$ cat src/rtl/afifo_rd_pkg.sv
// rtl/afifo_rd_pkg.sv - shared types and pointer helper for the afifo read-side drain stage
package afifo_rd_pkg;

  localparam int BUF_DEPTH = 3;

  typedef logic [1:0] occ_t;
  typedef logic [1:0] ptr_t;

  // Buffer pointers wrap modulo BUF_DEPTH, which is not a power of two
  function automatic ptr_t ptr_inc(input ptr_t p);
    return (p == ptr_t'(BUF_DEPTH - 1)) ? ptr_t'(0) : ptr_t'(p + 2'd1);
  endfunction

endpackage

$ cat src/rtl/afifo_rd_skid_buf.sv
// rtl/afifo_rd_skid_buf.sv - 3-entry FIFO-ordered register buffer with push/pop/occupancy
module afifo_rd_skid_buf
  import afifo_rd_pkg::*;
#(
  parameter int DataSize = 3
) (
  input  logic                i_clk,
  input  logic                i_rst_n,
  input  logic                i_push,
  input  logic [DataSize-1:0] i_push_data,
  input  logic                i_pop,
  output logic [DataSize-1:0] o_head_data,
  output occ_t                o_occ
);

  logic [DataSize-1:0] r_mem [BUF_DEPTH];
  ptr_t                r_head;
  ptr_t                r_tail;
  occ_t                r_occ;
  logic                w_pop_ok;

  assign w_pop_ok    = i_pop && (r_occ != occ_t'(0));
  assign o_head_data = r_mem[r_head];
  assign o_occ       = r_occ;

  // Write at tail, retire at head; simultaneous push and pop leave occupancy unchanged
  always_ff @(posedge i_clk or negedge i_rst_n) begin
    if (!i_rst_n) begin
      r_head <= '0;
      r_tail <= '0;
      r_occ  <= '0;
      for (int i = 0; i < BUF_DEPTH; i++) begin
        r_mem[i] <= '0;
      end
    end else begin
      if (i_push) begin
        r_mem[r_tail] <= i_push_data;
        r_tail        <= ptr_inc(r_tail);
      end
      if (w_pop_ok) begin
        r_head <= ptr_inc(r_head);
      end
      case ({i_push, w_pop_ok})
        2'b10:   r_occ <= r_occ + 2'd1;
        2'b01:   r_occ <= r_occ - 2'd1;
        default: r_occ <= r_occ;
      endcase
    end
  end

`ifndef SYNTHESIS
  // The upstream Pop gating must never let a word arrive into a full buffer
  a_no_overflow: assert property (@(posedge i_clk) disable iff (!i_rst_n)
    !(i_push && !w_pop_ok && (r_occ == occ_t'(BUF_DEPTH))));
`endif

endmodule

$ cat src/rtl/afifo_rd_stream.sv
// rtl/afifo_rd_stream.sv - async FIFO read drain to valid/ready stream; stats enabled by AFIFO_RD_STATS_EN
module afifo_rd_stream
  import afifo_rd_pkg::*;
#(
  parameter int DataSize = 3,
  parameter int CntWidth = 16
) (
  input  logic                Rclk,
  input  logic                Rresetn,
  input  logic                empty,
  input  logic [DataSize-1:0] FifoData,
  output logic                Pop,
  output logic                OutValid,
  input  logic                OutReady,
  output logic [DataSize-1:0] OutData,
  output logic [CntWidth-1:0] WordCount,
  output logic [CntWidth-1:0] StallCount
);

  logic       r_in_flight;
  occ_t       w_occ;
  logic [2:0] w_committed;
  logic       w_pop;
  logic       w_xfer;

  // Words already owned by this stage: buffered plus the one on its way from the FIFO
  assign w_committed = {1'b0, w_occ} + {2'b00, r_in_flight};
  assign w_pop       = Rresetn && !empty && (w_committed <= 3'd2);
  assign Pop         = w_pop;
  assign OutValid    = (w_occ != occ_t'(0));
  assign w_xfer      = OutValid && OutReady;

  // FIFO data lags Pop by one cycle; remember that a word is arriving
  always_ff @(posedge Rclk or negedge Rresetn) begin
    if (!Rresetn) begin
      r_in_flight <= 1'b0;
    end else begin
      r_in_flight <= w_pop;
    end
  end

  afifo_rd_skid_buf #(
    .DataSize(DataSize)
  ) u_buf (
    .i_clk       (Rclk),
    .i_rst_n     (Rresetn),
    .i_push      (r_in_flight),
    .i_push_data (FifoData),
    .i_pop       (w_xfer),
    .o_head_data (OutData),
    .o_occ       (w_occ)
  );

`ifdef AFIFO_RD_STATS_EN
  logic [CntWidth-1:0] r_word_cnt;
  logic [CntWidth-1:0] r_stall_cnt;

  // Saturating count of delivered words
  always_ff @(posedge Rclk or negedge Rresetn) begin
    if (!Rresetn) begin
      r_word_cnt <= '0;
    end else if (w_xfer && (r_word_cnt != '1)) begin
      r_word_cnt <= r_word_cnt + CntWidth'(1);
    end
  end

  // Saturating count of cycles the head word waited on downstream
  always_ff @(posedge Rclk or negedge Rresetn) begin
    if (!Rresetn) begin
      r_stall_cnt <= '0;
    end else if (OutValid && !OutReady && (r_stall_cnt != '1)) begin
      r_stall_cnt <= r_stall_cnt + CntWidth'(1);
    end
  end

  assign WordCount  = r_word_cnt;
  assign StallCount = r_stall_cnt;
`else
  assign WordCount  = '0;
  assign StallCount = '0;
`endif

endmodule

$ cat config.mk
export PLATFORM = sky130hd
export DESIGN_NAME = afifo_rd_stream
export DESIGN_NICKNAME = d
export VERILOG_FILES = /design/src/rtl/afifo_rd_pkg.sv /design/src/rtl/afifo_rd_skid_buf.sv /design/src/rtl/afifo_rd_stream.sv
export SDC_FILE = /design/constraint.sdc
export NUM_CORES = 1
export LEC_CHECK = 0
export ABC_AREA = 1
export ABC_CLOCK_PERIOD_IN_PS = 1550
export CAP_MARGIN = 20
export CORE_ASPECT_RATIO = 1.1
export CORE_MARGIN = 5
export CORE_UTILIZATION = 44
export DETAILED_ROUTE_END_ITERATION = 10
export DONT_BUFFER_PORTS = 1
export GPL_ROUTABILITY_DRIVEN = 0
export GPL_TIMING_DRIVEN = 0
export RECOVER_POWER = 25
export SYNTH_ARGS = -nofsm -noshare
export SYNTH_HDL_FRONTEND = slang
export SYNTH_SLANG_ARGS = --single-unit
$ cat constraint.sdc
create_clock -name Rclk -period 1.55 [get_ports Rclk]
set_clock_uncertainty 0.15 [all_clocks]
set_input_delay 0.155 -clock Rclk [delete_from_list [all_inputs] [get_ports Rclk]]
set_output_delay 0.155 -clock Rclk [all_outputs]
set_load 0.02 [all_outputs]
Yosys cells after proc, flatten, opt, wreduce, memory -nomap -nowiden
Index checks and enable logic that the tools add are counted.

storage, ports and cells
  flip-flop bits (word level) = 16
  bits in latches = 0
  bits in writable memories = 0
  bits in read-only memories = 0
  input bits = 7
  logic and storage cells = 39
  memories = 0

cells by class
  $add $sub $neg = 5
  $mul = 0
  divide/modulo/power cells = 0
  magnitude comparators = 4
  eq/ne operators = 4
  shift operators = 0
  muxes and demuxes = 9
  bitwise logic cells = 2
  reductions and logical operators = 8

operator list
  cell                                                                               count
  9-bit bitwise mux                                                                  1
  3-bit 2-to-1 mux                                                                   3
  2-bit by 1-bit adder with 2-bit output (second input constant)                     3
  3-bit binary-select mux with 2-bit select                                          1
  3-bit demux with 2-bit select                                                      1
  2-bit equality test (second input constant)                                        3
  3-bit >= comparator (second input constant)                                        2
  2-bit inverter with 3-bit output                                                   2
  1-bit logical AND                                                                  5
  2-bit 2-to-1 mux                                                                   2
  2-bit one-hot mux with 2 select lines                                              1
  2-bit nonzero test                                                                 2
  2-bit by 1-bit adder with 3-bit output                                             1
  3-bit by 2-bit less-or-equal comparator with 1-bit output (second input constant)  1
  3-bit by 1-bit less-than comparator with 1-bit output (second input constant)      1
  2-bit by 1-bit equality test with 1-bit output (second input constant)             1
  2-bit by 1-bit subtractor with 2-bit output (second input constant)                1
  1-bit logical NOT                                                                  1

Depth between registers and ports, before layout
Gate-level depths: netlist (run 1).

  depth after elaboration = 6
  depth in mapped cells = 10
  depth with buffers taken out = 10

Hierarchy
A second synthesis (run 1) with hierarchy kept.

unflattened totals
  cell total of the unflattened synthesis = 127
  area total of the unflattened synthesis = 1046.0 µm²

by module, submodules not included
  module             instances  cells each  area an instance (µm²)  seq. area each (µm²)
  afifo_rd_skid_buf  1          79          680.7                   375.4
  afifo_rd_stream    1          48          365.4                   25.0

Worst setup path after synthesis (run 1)
Ideal clock, no wire load.

  kind = register to output
  start = register r_in_flight
  end = output Pop
  arrival = 1.288 ns
  data required time = 1.245 ns
  setup slack = -0.043 ns
  stages on the path, launching flop included = 6
  cell sequence = dfrtp_1 > ha_1 > inv_1 > ha_1 > a21oi_1 > nor2_1

on the way
  cells in the longest elaborated chain, start to end = 3

ends and longest elaborated chain
  element                                                    line                   RTL
  from (decl)                                                afifo_rd_stream.sv:20  logic r_in_flight;
  from (signal assigned)                                     afifo_rd_stream.sv:38  r_in_flight <= w_pop;
  2-bit by 1-bit adder with 3-bit output                     afifo_rd_stream.sv:27  assign w_committed = {1'b0, w_occ} + {2'b00, r_in_flight};
  3-bit by 2-bit less-or-equal comparator with 1-bit output  afifo_rd_stream.sv:28  assign w_pop = Rresetn && !empty && (w_committed <= 3'd2);
  1-bit logical AND                                          afifo_rd_stream.sv:28
  to (decl)                                                  afifo_rd_stream.sv:12  output logic Pop,

No other way between the ends.

Worst setup path after layout (run 1)
Same ends and word-level chain as after synthesis.

==> flow_summary.json, run 1 <==
{
  "first_iter_violations": 32,
  "multiInputGateArea_um2": 552,
  "p_per_area_nw_per_um2": 1650,
  "yosysSeqAreaShare_pct": 39.6,
  "yosysTopAreaCellShare_pct": 39.6,
  "rr_worst_depth": 10,
  "place.port_buffers": 0,
  "leakage_uw": 0.000770,
  "cts.sinks": 16,
  "antenna_left": 0,
  "antenna_found_initial": 0,
  "clk_pin_slew_worst_paths_ns": 0.09,
  "yosysWarnings": 0,
  "dpl.hpwl_um": 1460,
  "setup_tns_ns": -0.187,
  "grt_pass1_vias": 731,
  "max_freq_mhz": 587,
  "drv_cap": 0,
  "finalCritPeriodShare_pct": 110,
  "worst_slew_pin_slew_ns": 0.720,
  "grt_max_degree": 17,
  "ff_latch_area_um2": 402,
  "ios": 44,
  "core.rowCount": 18,
  "mappedNetlistArea_um2": 1010,
  "final_util_pct": 62.9,
  "die_width_um": 55.7,
  "slew_headroom_pct": 51.8,
  "layout-drive-gt1-share_pct": 37.7,
  "drtPass1Iterations": 4,
  "hold_violations": 0,
  "required_ns": 1.24,
  "endpoint_kind": "output pin",
  "crit_fanout": 2,
  "fillers": 194,
  "setup_ws_ns": -0.153,
  "clkLatencyLatePin_ns": 0.28,
  "avgSynthCellArea_um2": 8.23,
  "critical_path_arrival_ns": 1.40,
  "wl_per_cell_um": 10.4,
  "viasPerCell": 4.04,
  "grt_pass1_wl_um": 3200,
  "overflow": 0,
  "start_kind": "flop",
  "syn2layout_area_growth_pct": 38.6,
  "status": "finished with violations",
  "fp.dieH_um": 60.3,
  "synthCells": 123,
  "vias": 795,
  "ys_ff_latch": 16,
  "rsz0062_at_grt": "true",
  "criticalPathCategory": "reg2out",
  "synth_cell_types": 16,
  "clockBufferDepth": 2,
  "tritoncts": "done",
  "grt_usage_pct": 12.2,
  "critPathMaxStageDelay_ns": 0.44,
  "cts_root_buffer": "clkbuf_4",
  "yosys.area.top_type": "dfrtp_1",
  "slew_viol_final": 0,
  "fin_crit_ns": 1.70,
  "layout.nets": 179,
  "finalSetupViolCount": 2,
  "route.detailed.drc": 0,
  "n_antenna_cell": 0,
  "cts_buffers": 3,
  "synthTopCellsByArea": "dfrtp_1, buf_4, nand2_1, ha_1, o21ai_1",
  "die_area_um2": 3360,
  "vdd_drop_max_mv": 1.14,
  "initial_core_util_pct": 45.4,
  "timing.critical_path.cells": "ha_4, ha_4, nor2_4, a21oi_4, nor2_4",
  "cts_max_level": 1,
  "cp_slowest_cell": "dfrtp_2",
  "hold_class": "in2async",
  "routed_wl_um": 2050,
  "violations": "negative setup slack",
  "core_area_um2": 2230
}
-- state kept, by name, indices dropped and copies added, names as in the netlist --
| register | count |
|---|---|
| u_buf.r_mem | 9 |
| u_buf.o_occ | 2 |
| u_buf.r_head | 2 |
| u_buf.r_tail | 2 |
| r_in_flight | 1 |
-- stage by stage --
stage | power, uW | hold WS [ns] | cells | setup slack (ns) | instance area, um2
floorplan | 1510 | -0.291 | 154 | 0.0457 | 1130
global placement | 1620 | -0.290 | 184 | -0.0360 | 1170
detailed placement | 1650 | -0.290 | 184 | -0.0582 | 1170
CTS | 2220 | 0.232 | 197 | -0.167 | 1390
global route | 2500 | 0.252 | 197 | -0.203 | 1400
finish | 2320 | 0.211 | 197 | -0.153 | 1400
-- worst max-delay path, delay by kind of cell, from the launching register on --
kind	cells	cell delay, ns
flip-flops	1	0.44
adder cells (fa/ha/maj)	2	0.34
AND/OR/NAND/NOR	2	0.26
AO/OA/AOI/OAI	1	0.07
-- layout by cell type, fill, tap and decap left out, drive strengths merged --
cell and n:
a21oi 1, buf 35, clkbuf 4, conb 32
dfrtp 16, dlygate4sd3 6, ha 4, inv 14
nand2 28, nand3 10, nand4 1, nor2 4
o21ai 11, xnor2 1
-- repair_timing --
item                       in CTS  in global routing
hold endpoints to repair       28                  0
setup buffers                   3                  0
hold buffers                    6                  0
resized for setup              20                  3
setup endpoints to repair       6                  5
pin swaps                       6                  3
-- kinds of logic (layout without fill, tap and decap cells) --
kind of cell | count (synthesis) | after routing | synth area share [%]
AND/OR/NAND/NOR | 43 | 43 | 19.4
buffers and inverters | 46 | 59 | 28.9
adder cells (fa/ha/maj) | 4 | 4 | 4.94
flip-flops | 16 | 16 | 39.6
other | 1 | 32 | 0.370
XOR/XNOR | 1 | 1 | 0.865
AO/OA/AOI/OAI | 12 | 12 | 5.93
-- routing by layer --
metal	track usage, %	wire (um)	vias to the layer above
met5	0	0	-
met4	5.21	14	0
met3	3.46	192	2
met2	23.5	1050	34
met1	12.5	796	351
li1	-	-	408
-- synth_stat cells --
cell     instances
buf_4           32
nand2_1         26
dfrtp_1         16
inv_1           10
o21ai_1          9
nand3_1          7
ha_1             4
inv_2            4
nor2_1           4
nand3_2          3
nand2_2          2
o21ai_0          2
a21oi_1          1
conb_1           1
nand4_1          1
xnor2_1          1
-- where the power goes --
group          total (uW)  internal (uW)  switching, uW
registers             804            622            182
clock network         276            143            133
logic                1240            497            741
total                2320           1260           1060
-- worst paths after layout --
path / slack (ns) / startpoint / end
min in group Rclk: 0.35 / u_buf.r_mem[1] / u_buf.r_mem[1]
min reg2reg: 0.35 / u_buf.r_mem[1] / u_buf.r_mem[1]
max in group asynchronous: 0.55 / Rresetn / r_in_flight
max: -0.15 / r_in_flight / Pop
min: 0.21 / Rresetn / r_in_flight
max reg2reg: -0.03 / u_buf.o_occ[0] / u_buf.o_occ[1]
-- layout make-up --
class,count,area share [%]
buffer,32,17.1
clock buffer,4,2.59
inverter,14,3.75
multi-input combinational,92,39.3
sequential,16,28.6
tap,30,2.68
timing repair buffer,9,5.89
(Power assumes the default switching activity.)
==> run 2, diff against run 1 <==
RECOVER_POWER = unset   (was 25)
==> results of run 2 <==
The final DEF is identical to that of run 1; final timing and power are the same.
==> run 3, diff against run 2 <==
ABC_CLOCK_PERIOD_IN_PS = 1900   (was 1550)
CORE_ASPECT_RATIO = 1.25   (was 1.1)
clock period = 1.9 ns   (was 1.55 ns; I/O delays follow)
==> flow_summary.json, run 3 (same netlist as run 1, synthesis figures left out) <==
{
  "viasPerCell": 3.82,
  "wl_per_cell_um": 9.27,
  "critical_path.top_delay_family": "adder cells",
  "fp.dieH_um": 63.6,
  "start_kind": "flop",
  "worst-path-buf-inv": 1,
  "layout.cells.most_common": "buf_4",
  "setup_ws_ns": 0.108,
  "hold_class": "in2async",
  "final_cell_area_um2": 1280,
  "final_cell_mix": "buf_4, conb_1, nand2_1",
  "routed_wl_um": 1830,
  "die_width_um": 52.9,
  "critPathMaxStageDelay_ns": 0.37,
  "clockBufferDepth": 2,
  "hold_violations": 0,
  "initial_core_util_pct": 45.8,
  "critical_path_arrival_ns": 1.45,
  "finalSetupViolCount": 0,
  "clkLatencyLatePin_ns": 0.29,
  "status": "completed",
  "wl_met1_um": 673,
  "layout.nets": 178,
  "required_ns": 1.56,
  "fillers": 220,
  "crit_fanout": 2,
  "layout-drive-gt1-share_pct": 30.1,
  "timing.critical_path.cells": "ha_2, inv_1, ha_1, a21oi_1, nor2_2",
  "overflow": 0,
  "slew_viol_final": 0,
  "cts_buffers": 3,
  "antenna_left": 0,
  "endpoint_kind": "output pin",
  "drtPass1Iterations": 4,
  "grt_usage_pct": 12.4,
  "route.detailed.drc": 0,
  "fin_crit_ns": 1.79,
  "top_layer": "met4",
  "max_freq_mhz": 558,
  "n_antenna_cell": 0,
  "place.port_buffers": 0,
  "final_util_pct": 58.1,
  "rsz0062_at_grt": "false",
  "clk_pin_slew_worst_paths_ns": 0.09,
  "place_ws_ns": 0.150,
  "p_per_area_nw_per_um2": 1250,
  "tritoncts": "done",
  "slew_headroom_pct": 53.0,
  "core.rowCount": 19,
  "cts_max_level": 1,
  "core_area_um2": 2210,
  "postPlaceCellArea_um2": 1170,
  "antenna_found_initial": 0,
  "largest_reg_flops": 9,
  "ios": 44,
  "drv_cap": 0,
  "grt_max_degree": 17,
  "regMostFlops": "u_buf.r_mem",
  "dpl.hpwl_um": 1440,
  "criticalPathCategory": "reg2out",
  "wl_met3_um": 166,
  "grt_pass1_vias": 692,
  "cts_root_buffer": "clkbuf_4",
  "cts.sinks": 16,
  "worst_slew_pin_slew_ns": 0.703,
  "finalCritPeriodShare_pct": 94.3,
  "leakage_uw": 0.000738,
  "syn2layout_area_growth_pct": 26.9,
  "die_area_um2": 3370,
  "setup_tns_ns": 0,
  "grt_pass1_wl_um": 3050,
  "first_iter_violations": 16,
  "vias": 753,
  "dr_wl_met2_um": 939,
  "cp_slowest_cell": "dfrtp_1",
  "vdd_drop_max_mv": 0.664
}
run 3: changes by cell type in the layout (fill, tap and decap cells not counted), moves of 2 or more:
| cell | before | now |
|---|---|---|
| nand3_2 | 6 | 3 |
| nand2_2 | 0 | 2 |
| ha_1 | 0 | 3 |
| nand2_4 | 2 | 0 |
| inv_1 | 8 | 10 |
| nand3_1 | 4 | 7 |
| ha_4 | 4 | 0 |
| nor2_1 | 0 | 3 |
| nor2_4 | 4 | 0 |
| inv_2 | 6 | 4 |
run 3: repair_timing:
action                                 in CTS  in global routing
setup buffers                               2                  0
setup endpoints to repair                   1                  1
resized for setup                           2                  1
pin swaps                                   1                  1
hold buffers                                6                  0
endpoints found under the hold margin      28                  0
run 3: cell type report:
| class | instances | area, um2 | share of cell area (%) |
|---|---|---|---|
| sequential | 16 | 402 | 31.3 |
| multi-input combinational | 92 | 440 | 34.3 |
| clock buffer | 4 | 36.3 | 2.82 |
| inverter | 14 | 52.6 | 4.09 |
| timing repair buffer | 8 | 75.1 | 5.84 |
| tap | 31 | 38.8 | 3.02 |
| buffer | 32 | 240 | 18.7 |
run 3: metal layers:
| layer | vias to the layer above | GRT usage (%) |
|---|---|---|
| met5 | - | 0 |
| met4 | 0 | 8.95 |
| met3 | 4 | 2.36 |
| met2 | 28 | 21.9 |
| met1 | 311 | 12.2 |
| li1 | 410 | - |
run 3: worst paths after layout:
path | depth (start not counted) | startpoint | slack, ns | endpoint
setup / recovery | 5 | u_buf.o_occ[0] | 0.11 | Pop
hold / removal | 1 | Rresetn | 0.23 | u_buf.r_mem[8]
setup reg to reg | 10 | u_buf.o_occ[0] | 0.22 | u_buf.o_occ[1]
hold reg to reg | 2 | u_buf.r_mem[7] | 0.35 | u_buf.r_mem[7]
max in group asynchronous | 1 | Rresetn | 0.88 | r_in_flight
min in group Rclk | 2 | u_buf.r_mem[7] | 0.35 | u_buf.r_mem[7]
run 3: report_power, final:
group          total (uW)  internal, uW  leakage [uW]  switching [uW]
Clock                 224           117     0.0000210             107
Combinational         766           272      0.000522             495
Sequential            618           508      0.000194             111
run 3: metrics by stage:
| stage | instances | hold slack (ns) | power [uW] |
|---|---|---|---|
| after floorplan | 154 | -0.256 | 1230 |
| after global placement | 185 | -0.255 | 1320 |
| after detailed placement | 185 | -0.255 | 1350 |
| after CTS | 197 | 0.250 | 1620 |
| after global routing | 197 | 0.287 | 1770 |
| final | 197 | 0.234 | 1610 |
